[src/rtl/channel_deserializer_pkg.sv]
// Frame format shared by channel_serializer and channel_deserializer.
// Marker bytes, field positions and the receive FSM state encoding.
package channel_deserializer_pkg;

    localparam logic [7:0] HDR_MARK = 8'hAA;
    localparam logic [7:0] FTR_MARK = 8'h55;

    localparam int MARK_MSB = 63;
    localparam int MARK_LSB = 56;
    localparam int CH_MSB   = 55;
    localparam int CH_LSB   = 48;
    localparam int CNT_MSB  = 47;
    localparam int CNT_LSB  = 32;
    localparam int TS_MSB   = 31;
    localparam int TS_LSB   = 0;

    typedef enum logic [1:0] {
        ST_HUNT    = 2'd0,
        ST_PAYLOAD = 2'd1,
        ST_FOOTER  = 2'd2
    } rx_state_t;

    function automatic logic [7:0] f_mark(input logic [63:0] w);
        return w[MARK_MSB:MARK_LSB];
    endfunction

    function automatic logic [7:0] f_ch(input logic [63:0] w);
        return w[CH_MSB:CH_LSB];
    endfunction

    function automatic logic [15:0] f_cnt(input logic [63:0] w);
        return w[CNT_MSB:CNT_LSB];
    endfunction

endpackage

[src/rtl/channel_deserializer.sv]
// Rebuilds header/payload/footer frames from a FWFT FIFO into AXI-Stream.
// Single FSM with a one-deep registered output stage.
module channel_deserializer
    import channel_deserializer_pkg::*;
#(
    parameter int M_AXIS_TDATA_WIDTH = 64,
    parameter int TX_RX_S_AXIS_WIDTH = 64,
    parameter int ERR_CNT_WIDTH      = 16
) (
    input  logic                          RX_ACLK,
    input  logic                          RX_ARESET,
    input  logic [TX_RX_S_AXIS_WIDTH-1:0] SERIALIZED_DATA,
    input  logic                          DATA_EMPTY,
    output logic                          RD_EN,
    output logic [M_AXIS_TDATA_WIDTH-1:0] M_AXIS_TDATA,
    output logic                          M_AXIS_TVALID,
    input  logic                          M_AXIS_TREADY,
    output logic                          M_AXIS_TUSER,
    output logic                          M_AXIS_TLAST,
    output logic [7:0]                    CH_ID,
    output logic                          FTR_ERR,
    output logic [ERR_CNT_WIDTH-1:0]      HDR_ERR_CNT
);

    rx_state_t                     r_state;
    logic [15:0]                   r_cnt;
    logic [M_AXIS_TDATA_WIDTH-1:0] r_tdata;
    logic                          r_tvalid;
    logic                          r_tuser;
    logic                          r_tlast;
    logic [7:0]                    r_ch_id;
    logic                          r_ftr_err;
    logic [ERR_CNT_WIDTH-1:0]      r_err_cnt;

    logic [63:0] w_word;
    logic        w_pop;
    logic        w_is_hdr;

    assign w_word   = 64'(SERIALIZED_DATA);
    assign w_is_hdr = (f_mark(w_word) == HDR_MARK);
    // Pop only when the output slot is free or drains this cycle.
    assign w_pop    = !RX_ARESET && !DATA_EMPTY && (!r_tvalid || M_AXIS_TREADY);

    always_ff @(posedge RX_ACLK or posedge RX_ARESET) begin
        if (RX_ARESET) begin
            r_state   <= ST_HUNT;
            r_cnt     <= '0;
            r_tdata   <= '0;
            r_tvalid  <= 1'b0;
            r_tuser   <= 1'b0;
            r_tlast   <= 1'b0;
            r_ch_id   <= '0;
            r_ftr_err <= 1'b0;
            r_err_cnt <= '0;
        end else begin
            r_ftr_err <= 1'b0;
            if (r_tvalid && M_AXIS_TREADY) begin
                r_tvalid <= 1'b0;
            end
            if (w_pop) begin
                unique case (r_state)
                    ST_HUNT: begin
                        if (w_is_hdr) begin
                            r_tdata  <= M_AXIS_TDATA_WIDTH'(w_word);
                            r_tvalid <= 1'b1;
                            r_tuser  <= 1'b1;
                            r_tlast  <= 1'b0;
                            r_ch_id  <= f_ch(w_word);
                            r_cnt    <= f_cnt(w_word);
                            r_state  <= (f_cnt(w_word) != 16'd0) ? ST_PAYLOAD : ST_FOOTER;
                        end else if (r_err_cnt != '1) begin
                            r_err_cnt <= r_err_cnt + 1'b1;
                        end
                    end
                    ST_PAYLOAD: begin
                        r_tdata  <= M_AXIS_TDATA_WIDTH'(w_word);
                        r_tvalid <= 1'b1;
                        r_tuser  <= 1'b0;
                        r_tlast  <= 1'b0;
                        r_cnt    <= r_cnt - 16'd1;
                        if (r_cnt == 16'd1) begin
                            r_state <= ST_FOOTER;
                        end
                    end
                    ST_FOOTER: begin
                        r_tdata   <= M_AXIS_TDATA_WIDTH'(w_word);
                        r_tvalid  <= 1'b1;
                        r_tuser   <= 1'b0;
                        r_tlast   <= 1'b1;
                        r_ftr_err <= (f_mark(w_word) != FTR_MARK);
                        r_state   <= ST_HUNT;
                    end
                    default: begin
                        r_state <= ST_HUNT;
                    end
                endcase
            end
        end
    end

    assign RD_EN         = w_pop;
    assign M_AXIS_TDATA  = r_tdata;
    assign M_AXIS_TVALID = r_tvalid;
    assign M_AXIS_TUSER  = r_tuser;
    assign M_AXIS_TLAST  = r_tlast;
    assign CH_ID         = r_ch_id;
    assign FTR_ERR       = r_ftr_err;
    assign HDR_ERR_CNT   = r_err_cnt;

endmodule

[config.mk]
export PLATFORM = sky130hd
export DESIGN_NAME = channel_deserializer
export DESIGN_NICKNAME = d
export VERILOG_FILES = /design/src/rtl/channel_deserializer_pkg.sv /design/src/rtl/channel_deserializer.sv
export SDC_FILE = /design/constraint.sdc
export NUM_CORES = 1
export LEC_CHECK = 0
export BUFFER_PORTS_ARGS = -buffer_cell sky130_fd_sc_hd__clkbuf_2
export CORE_ASPECT_RATIO = 1.2
export CORE_UTILIZATION = 52
export CTS_CLUSTER_DIAMETER = 200
export CTS_CLUSTER_SIZE = 30
export DETAILED_ROUTE_END_ITERATION = 6
export GPL_ROUTABILITY_DRIVEN = 0
export PLACE_DENSITY = 0.92
export SLEW_MARGIN = 20
export SYNTH_ARGS = -nofsm -noshare
export SYNTH_HDL_FRONTEND = slang
export SYNTH_SLANG_ARGS = --single-unit
[constraint.sdc]
create_clock -name RX_ACLK -period 3.85 [get_ports RX_ACLK]
set_input_delay 0.385 -clock RX_ACLK [delete_from_list [all_inputs] [get_ports RX_ACLK]]
set_output_delay 0.385 -clock RX_ACLK [all_outputs]
set_load 0.05 [all_outputs]
==> impl_metrics.xml <==
<?xml version="1.0" encoding="UTF-8"?>
<metrics>
  <group name="grt">
    <metric name="gr-usage-all-layers" unit="">0.2420</metric>
    <metric name="grt_pass1_vias" unit="">3912</metric>
    <metric name="largest_net_degree_at_the_start_of_global_routing" unit="">89</metric>
    <metric name="grt.overflow.total" unit="">0</metric>
    <metric name="grt_antenna_before_repair" unit="">0</metric>
    <metric name="grt_pass1_wl" unit="mm">19.64</metric>
  </group>
  <group name="route">
    <metric name="drtIter0Drc" unit="">313</metric>
    <metric name="avgViaCountPerCell" unit="">5.629</metric>
    <metric name="ant_nets" unit="">0</metric>
    <metric name="drc_errors" unit="">0</metric>
    <metric name="detail_route.wl_per_cell" unit="µm">17.89</metric>
    <metric name="via_count" unit="">3828</metric>
    <metric name="dr.pass1.iters" unit="">5</metric>
    <metric name="drt_wl_total" unit="mm">12.17</metric>
  </group>
  <group name="critical_path">
    <metric name="crit_path_start" unit="">r_state[0]</metric>
    <metric name="cp_data_required_time" unit="ps">4080</metric>
    <metric name="critical_path.endpoint_type" unit="">flop</metric>
    <metric name="critPathLaunchType" unit="">flop</metric>
    <metric name="r2r_start" unit="">r_state[0]</metric>
    <metric name="crit_fanout" unit="">19</metric>
    <metric name="cp_data_arrival_time" unit="ps">2820</metric>
    <metric name="regToRegSetupSlack" unit="ps">1250</metric>
    <metric name="critical_path_class" unit="">reg -&gt; reg</metric>
  </group>
  <group name="logic_synthesis">
    <metric name="synthCells" unit="">391</metric>
    <metric name="ys.flop_type" unit="">sky130_fd_sc_hd__dfrtp_1</metric>
    <metric name="cell_area_after_synthesis" unit="µm²">5279</metric>
    <metric name="syn_avg_cell_area" unit="µm²">13.50</metric>
    <metric name="ys_seq_elements" unit="">110</metric>
    <metric name="synth_edf_count" unit="">0</metric>
    <metric name="ys_types" unit="">51</metric>
    <metric name="post_synth_main_area_contributors" unit="">sky130_fd_sc_hd__dfrtp_1 (52%), sky130_fd_sc_hd__mux2_4 (17%), sky130_fd_sc_hd__mux2_2 (3.2%), sky130_fd_sc_hd__buf_12 (2.3%), sky130_fd_sc_hd__nor4_4 (2.0%)</metric>
    <metric name="synth_seq_area_share" unit="">0.5215</metric>
    <metric name="mappedNetlistNets" unit="">466</metric>
    <metric name="top_area_cell_type_share_of_the_netlist_area" unit="">0.5215</metric>
    <metric name="postSynth.asyncResetShare" unit="">1.000</metric>
    <metric name="ys_warn_count" unit="">0</metric>
    <metric name="yosysTopAreaCell" unit="">sky130_fd_sc_hd__dfrtp_1</metric>
  </group>
  <group name="clock_network">
    <metric name="number_of_clock_buffers_inserted_by_tritoncts" unit="">9</metric>
    <metric name="clock_latency" unit="ps">350</metric>
    <metric name="ctsLongestPathBuffers" unit="">2</metric>
    <metric name="clk_transition_reported_paths" unit="ps">70</metric>
    <metric name="tritoncts" unit="">done</metric>
    <metric name="ctsHoldBuffers" unit="">0</metric>
    <metric name="post-cts-setup-buffer-count" unit="">0</metric>
    <metric name="clk_sinks" unit="">110</metric>
    <metric name="root_buffer" unit="">sky130_fd_sc_hd__clkbuf_16</metric>
    <metric name="cts_repair_resize_count" unit="">0</metric>
    <metric name="cts_max_level" unit="">3</metric>
  </group>
  <group name="timing">
    <metric name="worst_clock_skew" unit="ps">7.990</metric>
    <metric name="final_min_period_over_clock_period" unit="">0.6741</metric>
    <metric name="setup_viol_count_final" unit="">0</metric>
    <metric name="rsz0062_at_grt" unit="">false</metric>
    <metric name="whs" unit="ps">183.2</metric>
    <metric name="fin_setup_tns" unit="ps">0</metric>
    <metric name="relative_slew_slack" unit="">0.4823</metric>
    <metric name="finalMaxSlewViolations" unit="">0</metric>
    <metric name="worstMarginPinSlew" unit="ps">776.6</metric>
    <metric name="achievable-frequency" unit="MHz">385.3</metric>
    <metric name="hold_viol" unit="">0</metric>
    <metric name="period_minus_slack" unit="ps">2595</metric>
  </group>
  <group name="die">
    <metric name="die_area" unit="µm²">10560</metric>
    <metric name="fp.coreArea" unit="µm²">9711</metric>
    <metric name="ioPinCount" unit="">161</metric>
    <metric name="width_of_the_die" unit="µm">93.98</metric>
    <metric name="start_util" unit="">0.5436</metric>
    <metric name="rows" unit="">39</metric>
    <metric name="die_height" unit="µm">112.4</metric>
  </group>
  <group name="placed_design">
    <metric name="portBuffers" unit="">160</metric>
    <metric name="hpwl_after_detailed_placement" unit="mm">8.910</metric>
    <metric name="placed_cell_area" unit="µm²">6128</metric>
  </group>
  <group name="flow_run">
    <metric name="cap_violations" unit="">0</metric>
  </group>
  <group name="min_path">
    <metric name="hold_path_class" unit="">in -&gt; async</metric>
  </group>
  <group name="power_and_ir_drop">
    <metric name="total_switching_power" unit="mW">2.899</metric>
    <metric name="combinational_share_of_power" unit="">0.518</metric>
    <metric name="switching_share" unit="">0.4751</metric>
    <metric name="internal_power" unit="mW">3.203</metric>
    <metric name="clock_share_of_power" unit="">0.152</metric>
    <metric name="power.leakage" unit="nW">3.143</metric>
    <metric name="cellPowerDensity" unit="nW/µm²">949.5</metric>
    <metric name="worst_ir_drop_vdd" unit="mV">0.4052</metric>
    <metric name="pwr-share-seq" unit="">0.330</metric>
  </group>
  <group name="outcome">
    <metric name="status" unit="">complete, no violations</metric>
  </group>
  <group name="finish">
    <metric name="ff_latch_area" unit="µm²">2753</metric>
    <metric name="flow.area_growth_from_synthesis" unit="%">21.76</metric>
    <metric name="commonest_non_fill_non_tap_cells_in_the_layout" unit="">sky130_fd_sc_hd__clkbuf_2 (160), sky130_fd_sc_hd__dfrtp_1 (110), sky130_fd_sc_hd__mux2_4 (60), sky130_fd_sc_hd__nor2_1 (19)</metric>
    <metric name="n_fill_cell" unit="">702</metric>
    <metric name="drive_above_1_share" unit="">0.4829</metric>
    <metric name="fin_nets" unit="">628</metric>
    <metric name="finish.utilization" unit="">0.6619</metric>
    <metric name="finalInstanceArea" unit="µm²">6427</metric>
    <metric name="final_common_cell" unit="">sky130_fd_sc_hd__clkbuf_2</metric>
    <metric name="antenna_cells_inserted" unit="">0</metric>
    <metric name="multiInputGateArea" unit="µm²">2335</metric>
  </group>
</metrics>
-- metal layers --
layer	up-vias	GRT usage	wire, µm
li1	1745	-	-
met1	1890	0.2923	4754
met2	158	0.4190	6399
met3	35	0.04404	640
met4	0	0.1046	374
met5	-	0	0
-- area by class of cell --
class                      count  share of cell area
clock buffer                   9             0.03504
clock inverter                 6             0.01110
inverter                      11            0.007203
multi-input combinational    257              0.3632
sequential                   110              0.4283
tap                          123             0.02394
timing repair buffer         164              0.1312
-- cells by family (layout without fill, tap and decap cells) --
family,after synthesis,after routing,share of synthesized area
AO/OA/AOI/OAI,58,58,0.07016
XOR/XNOR,14,14,0.02323
adder cells (fa/ha/maj),7,7,0.01659
buffers and inverters,24,190,0.03626
flip-flops,110,110,0.5215
multiplexers,77,77,0.2064
AND/OR/NAND/NOR,101,101,0.1259
-- per-stage QoR --
step / power (mW) / instances / setup WS [ps]
after floorplan: 4.511 / 391 / 562.7
after global placement: 5.059 / 665 / 1389
after detailed placement: 5.180 / 665 / 1280
after CTS: 6.125 / 680 / 1249
after global routing: 6.388 / 680 / 1058
final: 6.103 / 680 / 1255
-- final timing paths --
| path | to | depth (start not counted) |
|---|---|---|
| worst max-delay path | M_AXIS_TDATA[51] | 8 |
| worst min-delay path | r_cnt[13] | 2 |
| worst max register to register | M_AXIS_TDATA[51] | 8 |
| worst min register to register | M_AXIS_TDATA[25] | 1 |
| max in group asynchronous | M_AXIS_TUSER | 3 |
| min in group RX_ACLK | M_AXIS_TDATA[24] | 2 |
-- synthesized netlist by cell type, drive strengths merged (5+ instances only) --
master and number:
ha 7, nand2 17, dfrtp 110, mux2 75, xnor2 10, nand3 11
nor4 11, a21oi 16, and3 5, o22a 6, o21ai 16, nor3 9
nor2 20, buf 10, inv 11, nand4 8
-- power groups by stage --
stage,clock [mW],combinational (mW),sequential (mW)
CTS,0.942,3.18,2.01
global route,0.999,3.32,2.07
floorplan,0,1.23,3.28
finish,0.928,3.16,2.01
global placement,0,3.07,1.99
detailed placement,0,3.16,2.02
-- critical path: stages, from the launching register on --
cell	delay, ps
sky130_fd_sc_hd__dfrtp_1	400
sky130_fd_sc_hd__inv_1	100
sky130_fd_sc_hd__ha_1	310
sky130_fd_sc_hd__inv_2	160
sky130_fd_sc_hd__nor3_2	250
sky130_fd_sc_hd__a21oi_2	100
sky130_fd_sc_hd__nor2_8	370
sky130_fd_sc_hd__buf_4	400
sky130_fd_sc_hd__mux2_2	380
-- registers in the layout (all words and copies together), names as in the netlist --
name and flops:
M_AXIS_TDATA 64, HDR_ERR_CNT 16, r_cnt 16, CH_ID 8, M_AXIS_TLAST 1, FTR_ERR 1
M_AXIS_TUSER 1, M_AXIS_TVALID 1, r_state 2
Power figures use the tool's default switching activity.
